**src/rtl/rx_cmd_pkg.sv**
```systemverilog
// Shared constants and state encoding for the UART command controller.
package rx_cmd_pkg;

    localparam logic [7:0] CMD_WR     = 8'hAA;
    localparam logic [7:0] CMD_RD     = 8'hBB;
    localparam logic [7:0] CMD_ALU_OP = 8'hCC;
    localparam logic [7:0] CMD_ALU    = 8'hDD;

    localparam int OPA_ADDR = 0;
    localparam int OPB_ADDR = 1;

    typedef enum logic [3:0] {
        IDLE,
        WR_ADDR,
        WR_DATA,
        RD_ADDR,
        RD_WAIT,
        OP_A,
        OP_B,
        ALU_FUN,
        ALU_WAIT,
        TX_LO,
        TX_HI
    } state_t;

    // States in which a command is half-received and waiting on the UART.
    function automatic logic is_partial(input state_t st);
        return (st == WR_ADDR) || (st == WR_DATA) || (st == RD_ADDR) ||
               (st == OP_A)    || (st == OP_B)    || (st == ALU_FUN);
    endfunction

endpackage

```
**src/rtl/rx_cmd_tx_seq.sv**
```systemverilog
// Presents a one- or two-byte response (low byte first) to the UART transmitter
// using a valid/busy handshake; a byte is taken when valid is high and busy is low.
module rx_cmd_tx_seq #(
    parameter int DATA_W = 8
) (
    input  logic                  clk,
    input  logic                  rst,
    input  logic                  start,
    input  logic [2*DATA_W-1:0]   payload,
    input  logic [1:0]            byte_cnt,
    input  logic                  tx_busy,
    output logic [DATA_W-1:0]     tx_p_data,
    output logic                  tx_d_valid,
    output logic                  byte_acc,
    output logic                  done
);

    logic              valid_reg;
    logic [DATA_W-1:0] data_reg;
    logic [DATA_W-1:0] hi_reg;
    logic              hi_pend_reg;
    logic              gap_reg;

    assign tx_p_data  = data_reg;
    assign tx_d_valid = valid_reg;
    assign byte_acc   = valid_reg & ~tx_busy;
    assign done       = byte_acc & ~hi_pend_reg;

    // After an accepted low byte, one idle cycle passes before the high byte appears.
    always_ff @(posedge clk or negedge rst) begin
        if (!rst) begin
            valid_reg   <= 1'b0;
            data_reg    <= '0;
            hi_reg      <= '0;
            hi_pend_reg <= 1'b0;
            gap_reg     <= 1'b0;
        end else begin
            gap_reg <= 1'b0;
            if (start) begin
                valid_reg   <= 1'b1;
                data_reg    <= payload[DATA_W-1:0];
                hi_reg      <= payload[2*DATA_W-1:DATA_W];
                hi_pend_reg <= (byte_cnt == 2'd2);
            end else if (byte_acc) begin
                valid_reg <= 1'b0;
                gap_reg   <= hi_pend_reg;
            end else if (gap_reg) begin
                valid_reg   <= 1'b1;
                data_reg    <= hi_reg;
                hi_pend_reg <= 1'b0;
            end
        end
    end

endmodule

```
**src/rtl/rx_cmd_ctrl.sv**
```systemverilog
// Decodes UART bytes into register-file and ALU operations and returns results to the
// transmitter. Define CMD_TIMEOUT_EN to abandon partial commands after TIMEOUT_CYC idle cycles.
module rx_cmd_ctrl
    import rx_cmd_pkg::*;
#(
    parameter int DATA_W      = 8,
    parameter int ADDR_W      = 4,
    parameter int FUN_W       = 4,
    parameter int TIMEOUT_CYC = 4096
) (
    input  logic                  clk,
    input  logic                  rst,
    input  logic [DATA_W-1:0]     rx_p_data,
    input  logic                  rx_d_valid,
    output logic                  rf_wr_en,
    output logic                  rf_rd_en,
    output logic [ADDR_W-1:0]     rf_addr,
    output logic [DATA_W-1:0]     rf_wr_data,
    input  logic [DATA_W-1:0]     rf_rd_data,
    input  logic                  rf_rd_data_valid,
    output logic                  alu_en,
    output logic [FUN_W-1:0]      alu_fun,
    input  logic [2*DATA_W-1:0]   alu_out,
    input  logic                  alu_out_valid,
    output logic                  clk_gate_en,
    output logic [DATA_W-1:0]     tx_p_data,
    output logic                  tx_d_valid,
    input  logic                  tx_busy
);

    if (TIMEOUT_CYC < 2) begin : g_bad_timeout
        $error("TIMEOUT_CYC must be at least 2");
    end

    state_t              state_reg, state_next;
    logic [ADDR_W-1:0]   rf_addr_reg, rf_addr_next;
    logic [DATA_W-1:0]   rf_wr_data_reg, rf_wr_data_next;
    logic [FUN_W-1:0]    alu_fun_reg, alu_fun_next;
    logic                rf_wr_en_reg, rf_wr_en_next;
    logic                rf_rd_en_reg, rf_rd_en_next;
    logic                alu_en_reg, alu_en_next;
    logic                gate_en;
    logic                tmo_hit;

    logic                tx_start;
    logic [2*DATA_W-1:0] tx_payload;
    logic [1:0]          tx_cnt;
    logic                tx_acc;
    logic                tx_done;

`ifdef CMD_TIMEOUT_EN
    localparam int TMO_W = $clog2(TIMEOUT_CYC);

    logic [TMO_W-1:0] tmo_cnt_reg;
    logic             timed;

    assign timed   = is_partial(state_reg);
    assign tmo_hit = timed && !rx_d_valid && (tmo_cnt_reg == TMO_W'(TIMEOUT_CYC - 1));

    always_ff @(posedge clk or negedge rst) begin
        if (!rst) begin
            tmo_cnt_reg <= '0;
        end else if (rx_d_valid || !timed) begin
            tmo_cnt_reg <= '0;
        end else begin
            tmo_cnt_reg <= tmo_cnt_reg + 1'b1;
        end
    end
`else
    assign tmo_hit = 1'b0;
`endif

    always_comb begin
        state_next      = state_reg;
        rf_addr_next    = rf_addr_reg;
        rf_wr_data_next = rf_wr_data_reg;
        alu_fun_next    = alu_fun_reg;
        rf_wr_en_next   = 1'b0;
        rf_rd_en_next   = 1'b0;
        alu_en_next     = 1'b0;
        gate_en         = 1'b0;
        tx_start        = 1'b0;
        tx_payload      = '0;
        tx_cnt          = 2'd1;

        unique case (state_reg)
            IDLE: begin
                if (rx_d_valid) begin
                    case (rx_p_data)
                        CMD_WR:     state_next = WR_ADDR;
                        CMD_RD:     state_next = RD_ADDR;
                        CMD_ALU_OP: state_next = OP_A;
                        CMD_ALU:    state_next = ALU_FUN;
                        default:    state_next = IDLE;
                    endcase
                end
            end
            WR_ADDR: begin
                if (rx_d_valid) begin
                    rf_addr_next = rx_p_data[ADDR_W-1:0];
                    state_next   = WR_DATA;
                end
            end
            WR_DATA: begin
                if (rx_d_valid) begin
                    rf_wr_data_next = rx_p_data;
                    rf_wr_en_next   = 1'b1;
                    state_next      = IDLE;
                end
            end
            RD_ADDR: begin
                if (rx_d_valid) begin
                    rf_addr_next  = rx_p_data[ADDR_W-1:0];
                    rf_rd_en_next = 1'b1;
                    state_next    = RD_WAIT;
                end
            end
            RD_WAIT: begin
                if (rf_rd_data_valid) begin
                    tx_start   = 1'b1;
                    tx_payload = {{DATA_W{1'b0}}, rf_rd_data};
                    tx_cnt     = 2'd1;
                    state_next = TX_LO;
                end
            end
            OP_A: begin
                if (rx_d_valid) begin
                    rf_addr_next    = ADDR_W'(OPA_ADDR);
                    rf_wr_data_next = rx_p_data;
                    rf_wr_en_next   = 1'b1;
                    state_next      = OP_B;
                end
            end
            OP_B: begin
                if (rx_d_valid) begin
                    rf_addr_next    = ADDR_W'(OPB_ADDR);
                    rf_wr_data_next = rx_p_data;
                    rf_wr_en_next   = 1'b1;
                    state_next      = ALU_FUN;
                end
            end
            ALU_FUN: begin
                // The gate opens combinationally so the ALU clock runs before alu_en arrives.
                if (rx_d_valid) begin
                    alu_fun_next = rx_p_data[FUN_W-1:0];
                    alu_en_next  = 1'b1;
                    gate_en      = 1'b1;
                    state_next   = ALU_WAIT;
                end
            end
            ALU_WAIT: begin
                gate_en = 1'b1;
                if (alu_out_valid) begin
                    tx_start   = 1'b1;
                    tx_payload = alu_out;
                    tx_cnt     = 2'd2;
                    state_next = TX_LO;
                end
            end
            TX_LO: begin
                if (tx_acc) begin
                    state_next = tx_done ? IDLE : TX_HI;
                end
            end
            TX_HI: begin
                if (tx_done) begin
                    state_next = IDLE;
                end
            end
            default: state_next = IDLE;
        endcase

        if (tmo_hit) begin
            state_next = IDLE;
            gate_en    = 1'b0;
        end
    end

    always_ff @(posedge clk or negedge rst) begin
        if (!rst) begin
            state_reg      <= IDLE;
            rf_addr_reg    <= '0;
            rf_wr_data_reg <= '0;
            alu_fun_reg    <= '0;
            rf_wr_en_reg   <= 1'b0;
            rf_rd_en_reg   <= 1'b0;
            alu_en_reg     <= 1'b0;
        end else begin
            state_reg      <= state_next;
            rf_addr_reg    <= rf_addr_next;
            rf_wr_data_reg <= rf_wr_data_next;
            alu_fun_reg    <= alu_fun_next;
            rf_wr_en_reg   <= rf_wr_en_next;
            rf_rd_en_reg   <= rf_rd_en_next;
            alu_en_reg     <= alu_en_next;
        end
    end

    assign rf_addr     = rf_addr_reg;
    assign rf_wr_data  = rf_wr_data_reg;
    assign alu_fun     = alu_fun_reg;
    assign rf_wr_en    = rf_wr_en_reg;
    assign rf_rd_en    = rf_rd_en_reg;
    assign alu_en      = alu_en_reg;
    assign clk_gate_en = gate_en;

    rx_cmd_tx_seq #(
        .DATA_W (DATA_W)
    ) u_tx_seq (
        .clk        (clk),
        .rst        (rst),
        .start      (tx_start),
        .payload    (tx_payload),
        .byte_cnt   (tx_cnt),
        .tx_busy    (tx_busy),
        .tx_p_data  (tx_p_data),
        .tx_d_valid (tx_d_valid),
        .byte_acc   (tx_acc),
        .done       (tx_done)
    );

endmodule
```
**config.mk**
```make
export PLATFORM = sky130hd
export DESIGN_NAME = rx_cmd_ctrl
export DESIGN_NICKNAME = d
export VERILOG_FILES = /design/src/rtl/rx_cmd_pkg.sv /design/src/rtl/rx_cmd_tx_seq.sv /design/src/rtl/rx_cmd_ctrl.sv
export SDC_FILE = /design/constraint.sdc
export NUM_CORES = 1
export LEC_CHECK = 0
export ABC_CLOCK_PERIOD_IN_PS = 1500
export CAP_MARGIN = 10
export CELL_PAD_IN_SITES_DETAIL_PLACEMENT = 1
export CELL_PAD_IN_SITES_GLOBAL_PLACEMENT = 1
export CORE_MARGIN = 2
export CORE_UTILIZATION = 30
export DETAILED_ROUTE_END_ITERATION = 8
export HOLD_SLACK_MARGIN = 0.02
export PLACE_DENSITY_LB_ADDON = 0.1
export SLEW_MARGIN = 0
export SYNTH_ARGS = -nofsm -noshare
export SYNTH_HDL_FRONTEND = slang
export SYNTH_SLANG_ARGS = --single-unit
```
**constraint.sdc**
```tcl
create_clock -name clk -period 1.5 [get_ports clk]
set_input_delay 0.3 -clock clk [delete_from_list [all_inputs] [get_ports clk]]
set_output_delay 0.3 -clock clk [all_outputs]
set_load 0.05 [all_outputs]
```
==> results of run 1 <==
## worst paths after layout
check / startpoint / endpoint / slack [ns] / cells after the start
min in group clk: u_tx_seq.hi_reg[7] / u_tx_seq.hi_reg[7] / 0.48 / 2
worst min register to register: u_tx_seq.hi_reg[7] / u_tx_seq.hi_reg[7] / 0.48 / 2
worst min-delay path: rst / u_tx_seq.hi_reg[2] / 0.48 / 2
worst max-delay path: state_reg[1] / state_reg[2] / -0.22 / 4
worst max register to register: state_reg[1] / state_reg[2] / -0.22 / 4
max in group asynchronous: rst / state_reg[1] / 0.52 / 3
## synth_stat cells, types with 2 or more instances
cell type,instances,area share (%)
nor3b_1,2,0.76
nand2b_1,10,3.2
o21ai_0,10,2.5
a21oi_1,3,0.76
mux2_2,12,6.8
dfrtp_1,42,53
nor3_1,2,0.51
buf_2,8,2.0
nor4bb_1,2,1.0
o22ai_1,2,0.63
a31oi_1,8,2.5
and3b_1,2,0.89
nand2_1,37,7.0
nor2_1,19,3.6
xnor2_1,2,0.89
nand3_1,3,0.76
a22oi_1,8,3.0
## through the flow
step,power (uW),cell area (um^2),TNS (ns),instances
floorplan,3940,2000,-0.188,196
global placement,6050,3300,-7.22,364
detailed placement,6130,3300,-8.31,364
CTS,7390,3610,-1.31,382
global route,8210,3890,-2.90,390
finish,7810,3890,-1.70,390
## repair_timing
item                                   4_1_cts  5_1_grt
pin swaps                                    4       29
endpoints found under the hold margin       17        0
setup endpoints to repair                   35       37
hold buffers                                 1        0
cloned                                       0        2
setup buffers                                9        6
gates resized for setup                     30       51
## where the power goes
group,internal (uW),switching [uW],leakage (uW)
clock network,490,392,0.0000579
registers,1580,440,0.000521
logic,2560,2340,0.00116
## layout make-up
| class | count | area, um^2 |
|---|---|---|
| inverters | 1 | 3.75 |
| well taps | 77 | 96.3 |
| fillers | 641 | 2460 |
| flip-flops and latches | 42 | 1050 |
| multi-input cells | 143 | 1130 |
| clock buffers | 5 | 68.8 |
| repair buffers | 119 | 1500 |
| clock inverters | 3 | 40.0 |
## cells by family after synthesis
kind of cell           count (synthesis)
multiplexers                          13
AND/OR/NAND/NOR                       86
buffers and inverters                 11
XOR/XNOR                               2
flip-flops                            42
AO/OA/AOI/OAI                         42
## routing by layer
layer	global-route usage, %	up-vias	routed length (um)	part of all wire (%)
li1	-	929	-	-
met1	21.6	967	2750	39
met2	34.4	58	3900	55
met3	4.57	10	340	4.8
met4	4.62	0	95	1.3
met5	0	-	0	0
## critical path, stage by stage, from the launching register on
cell	delay [ns]
dfrtp_2	0.46
or3b_4	0.41
a32o_2	0.25
o21bai_4	0.19
a221o_1	0.29
==> results.yml, run 1 <==
timing:
  timing.hold.ws_ns: 0.482
  finalClockSkew_ns: 0.00897
  slew_headroom_pct: 71.0
  setup_ws_ns: -0.220
  drv_slew: 0
  rsz0062_at_grt: "true"
  post-route-min-period_ns: 1.72
  hold_violations: 0
  fin_crit_sh_pct: 115
  clock.fmax_mhz: 581
  max_slew.worst_pin.slew_ns: 0.435
  finalSetupViolCount: 16
clock_tree:
  clock_latency_ns: 0.30
  clockBufferDepth: 2
  path_clk_slew_ns: 0.08
  cts_made_buffers: 5
  clock-sinks: 42
  tritoncts: "yes"
  htreeDepth: 2
  cts_root_buffer: "clkbuf_8"
setup_path:
  critical_path_arrival_ns: 1.90
  critPathRequiredTime_ns: 1.68
  startpoint_type: "register"
  crit_fanout: 6
  cp-end-kind: "register"
  critical_path_class: "reg2reg"
synth:
  yosys.area_share.adder_pct: 0
  muxShareOfSynthArea_pct: 7.35
  yosysSeqAreaShare_pct: 53.2
  yosys.area_share.simple_pct: 21.0
  yosys_most_used_dff: "dfrtp_1"
  ys_types: 41
  async_reset_ff_share_pct: 100
  syn_avg_cell_area_um2: 10.1
  syn_area_um2: 1980
  synth_xor_area_share_pct: 0.887
  synth-edff-count: 0
  synth_seq_cells: 42
  synth_compound_area_share_pct: 14.6
  yosys_warnings: 0
  synth_top_family_by_area: "simple AND/OR/NAND/NOR gates"
  synth_nets: 234
  syn-instance-count: 196
layout:
  final_nets: 350
  antenna_cells: 0
  drive_above_1_share_pct: 49.2
  areaGrowthSynthToFinish_pct: 97.1
  finish.utilization_pct: 61.3
  layout_commonest_cell: "dfrtp_1"
  final_cell_mix: "dfrtp_1, clkdlybuf4s50_1, buf_12, buf_4, nand2_1"
route:
  antenna_left: 0
  drtIter0Drc: 35
  wl_per_cell_um: 18.2
  drt_pass1_iterations: 4
  via_per_inst: 5.04
  drc: 0
  vias: 1964
  wl_um: 7090
global_route:
  grt_max_degree: 26
  grt.overflow.total: 0
  antenna_found_initial: 0
  grt_pass1_vias: 2147
  grtUsageTotal_pct: 18.7
  grt_first_pass_wirelength_um: 10600
pwr:
  power_density_nw_per_um2: 2010
  power_leakage_uw: 0.00174
  ir_drop_uv: 1350
die:
  io_pins: 67
  core-area_um2: 6350
  die_w_um: 85.2
  start_util_pct: 31.1
  die_h_um: 85.2
  num_rows: 29
  die_area_um2: 7250
status:
  violations: "setup timing"
  status: "finished with violations"
run:
  max-cap-violations: 0
placed_design:
  gp_congestion: 0.935
  dp_hpwl_um: 4640
  pre_cts_ws_ns: -0.360
  io_buffers: 66
min_path:
  hp-class: "in2async"
Power figures use the tool's default switching activity.
==> inputs of run 2 (changes only) <==
--- a/config.mk
+++ b/config.mk
@@ -6,10 +6,9 @@
 export NUM_CORES = 1
 export LEC_CHECK = 0
 export ABC_CLOCK_PERIOD_IN_PS = 1500
-export CAP_MARGIN = 10
+export CAP_MARGIN = 20
 export CELL_PAD_IN_SITES_DETAIL_PLACEMENT = 1
 export CELL_PAD_IN_SITES_GLOBAL_PLACEMENT = 1
-export CORE_MARGIN = 2
 export CORE_UTILIZATION = 30
 export DETAILED_ROUTE_END_ITERATION = 8
 export HOLD_SLACK_MARGIN = 0.02
==> run 2 against run 1 <==
The flow still finishes with violations (setup timing). Critical path depth stayed put. Combinational power is 3% higher. Global-route usage hardly changed. Wire length is 5.6% lower. Critical path type unchanged. Critical endpoint unchanged.
==> results.yml, run 2 (synthesis gave the netlist of run 1 again) <==
status:
  status: "finished with violations"
  violations: "setup timing"
clock_tree:
  htreeDepth: 2
  cts_made_buffers: 5
  clock-sinks: 42
  path_clk_slew_ns: 0.08
  clock_latency_ns: 0.29
  tritoncts: "yes"
  clockBufferDepth: 2
  cts_root_buffer: "clkbuf_8"
die:
  die_w_um: 83.2
  die_h_um: 83.2
  num_rows: 29
  io_pins: 67
  core-area_um2: 6350
  die_area_um2: 6910
  start_util_pct: 31.1
global_route:
  grt_pass1_vias: 2036
  grt_util_met3_pct: 3.78
  grt_first_pass_wirelength_um: 10300
  antenna_found_initial: 0
  grt.busiest_layer: "met2"
  grt.met1_usage_pct: 24.4
  grt_max_degree: 26
  grtUsageTotal_pct: 18.6
  met2_usage_pct: 32.0
  grt.overflow.total: 0
route:
  antenna_left: 0
  vias: 1945
  via_per_inst: 5.00
  wl_um: 6700
  drtIter0Drc: 38
  drt_pass1_iterations: 4
  drc: 0
  wl_per_cell_um: 17.2
placed_design:
  gp_congestion: 0.879
  dp_hpwl_um: 4500
  pre_cts_ws_ns: -0.378
  io_buffers: 66
timing:
  slew_headroom_pct: 71.3
  drv_slew: 0
  rsz0062_at_grt: "true"
  final.setup.tns_ns: -2.19
  fin_crit_sh_pct: 114
  hold_violations: 0
  setup_ws_ns: -0.213
  post-route-min-period_ns: 1.71
  max_slew.worst_pin.slew_ns: 0.431
  finalClockSkew_ns: 0.00451
  clock.fmax_mhz: 584
  finalSetupViolCount: 23
setup_path:
  reg2reg_from: "state_reg[0]"
  crit_fanout: 5
  reg2reg_slack_ns: -0.21
  critPathRequiredTime_ns: 1.68
  startpoint_type: "register"
  cp-end-kind: "register"
  critical_path_arrival_ns: 1.89
  r2r-end: "state_reg[2]"
  ff2ff_path_depth: 4
  critical_path_class: "reg2reg"
pwr:
  power_leakage_uw: 0.00169
  p_total_uw: 7880
  power_density_nw_per_um2: 2020
  ir_drop_uv: 1320
layout:
  layout_commonest_cell: "dfrtp_1"
  areaGrowthSynthToFinish_pct: 97.4
  drive_above_1_share_pct: 49.0
  antenna_cells: 0
  final_cell_mix: "dfrtp_1, clkdlybuf4s50_1, nand2_1, buf_12, buf_4"
  final_nets: 349
run:
  max-cap-violations: 0
min_path:
  hp-class: "in2async"
## run 2: layout make-up
class                      count  area (um^2)
tap                           77         96.3
clock inverter                 2         12.5
fill                         648         2450
inverter                       1         3.75
clock buffer                   6         82.6
multi-input combinational    143         1180
timing repair buffer         118         1460
sequential                    42         1060
## run 2: timing repair
item                                   4_1_cts  5_1_grt
buffers inserted                             9        3
gates cloned                                 1        1
setup endpoints to repair                   38       34
gates resized for setup                     38       50
hold buffers                                 1        0
endpoints found under the hold margin       17        0
pin swaps                                   14       18
## run 2: per-stage QoR
step | util [%] | area [um^2] | std cells | hold WS (ns)
4_1_cts | 57.0 | 3620 | 386 | 0.479
2_1_floorplan | - | 2000 | 196 | 0.00441
3_5_place_dp | 52.3 | 3320 | 367 | 0.258
6_report | 61.4 | 3900 | 389 | 0.473
5_1_grt | 61.4 | 3900 | 389 | 0.516
3_3_place_gp | 52.3 | 3320 | 367 | 0.267
## run 2: metal layers
layer	up-vias	wire length, um	part of all wire (%)
met5	-	0	0
met3	6	248	3.7
met4	0	45	0.67
met1	957	2940	44
li1	928	-	-
met2	54	3470	52
## run 2: worst max-delay path: stages (launching register included)
cell,delay (ns)
dfrtp_2,0.46
or3b_1,0.38
a32o_2,0.27
o21bai_4,0.19
a221o_1,0.30
## run 2: worst max path at each step
stage,cells past startpoint,start,to
floorplan,5,state_reg[0],state_reg[2]
global placement,5,tx_busy,state_reg[2]
detailed placement,6,rx_p_data[6],state_reg[1]
CTS,6,state_reg[1],rf_wr_data[3]
global route,5,state_reg[0],state_reg[2]
finish,4,state_reg[0],state_reg[2]
## run 2: power by group
part / leakage (uW) / switching, uW / internal [uW]
logic: 0.00112 / 2440 / 2630
clock network: 0.0000472 / 401 / 370
registers: 0.000519 / 447 / 1590
total: 0.00169 / 3290 / 4590
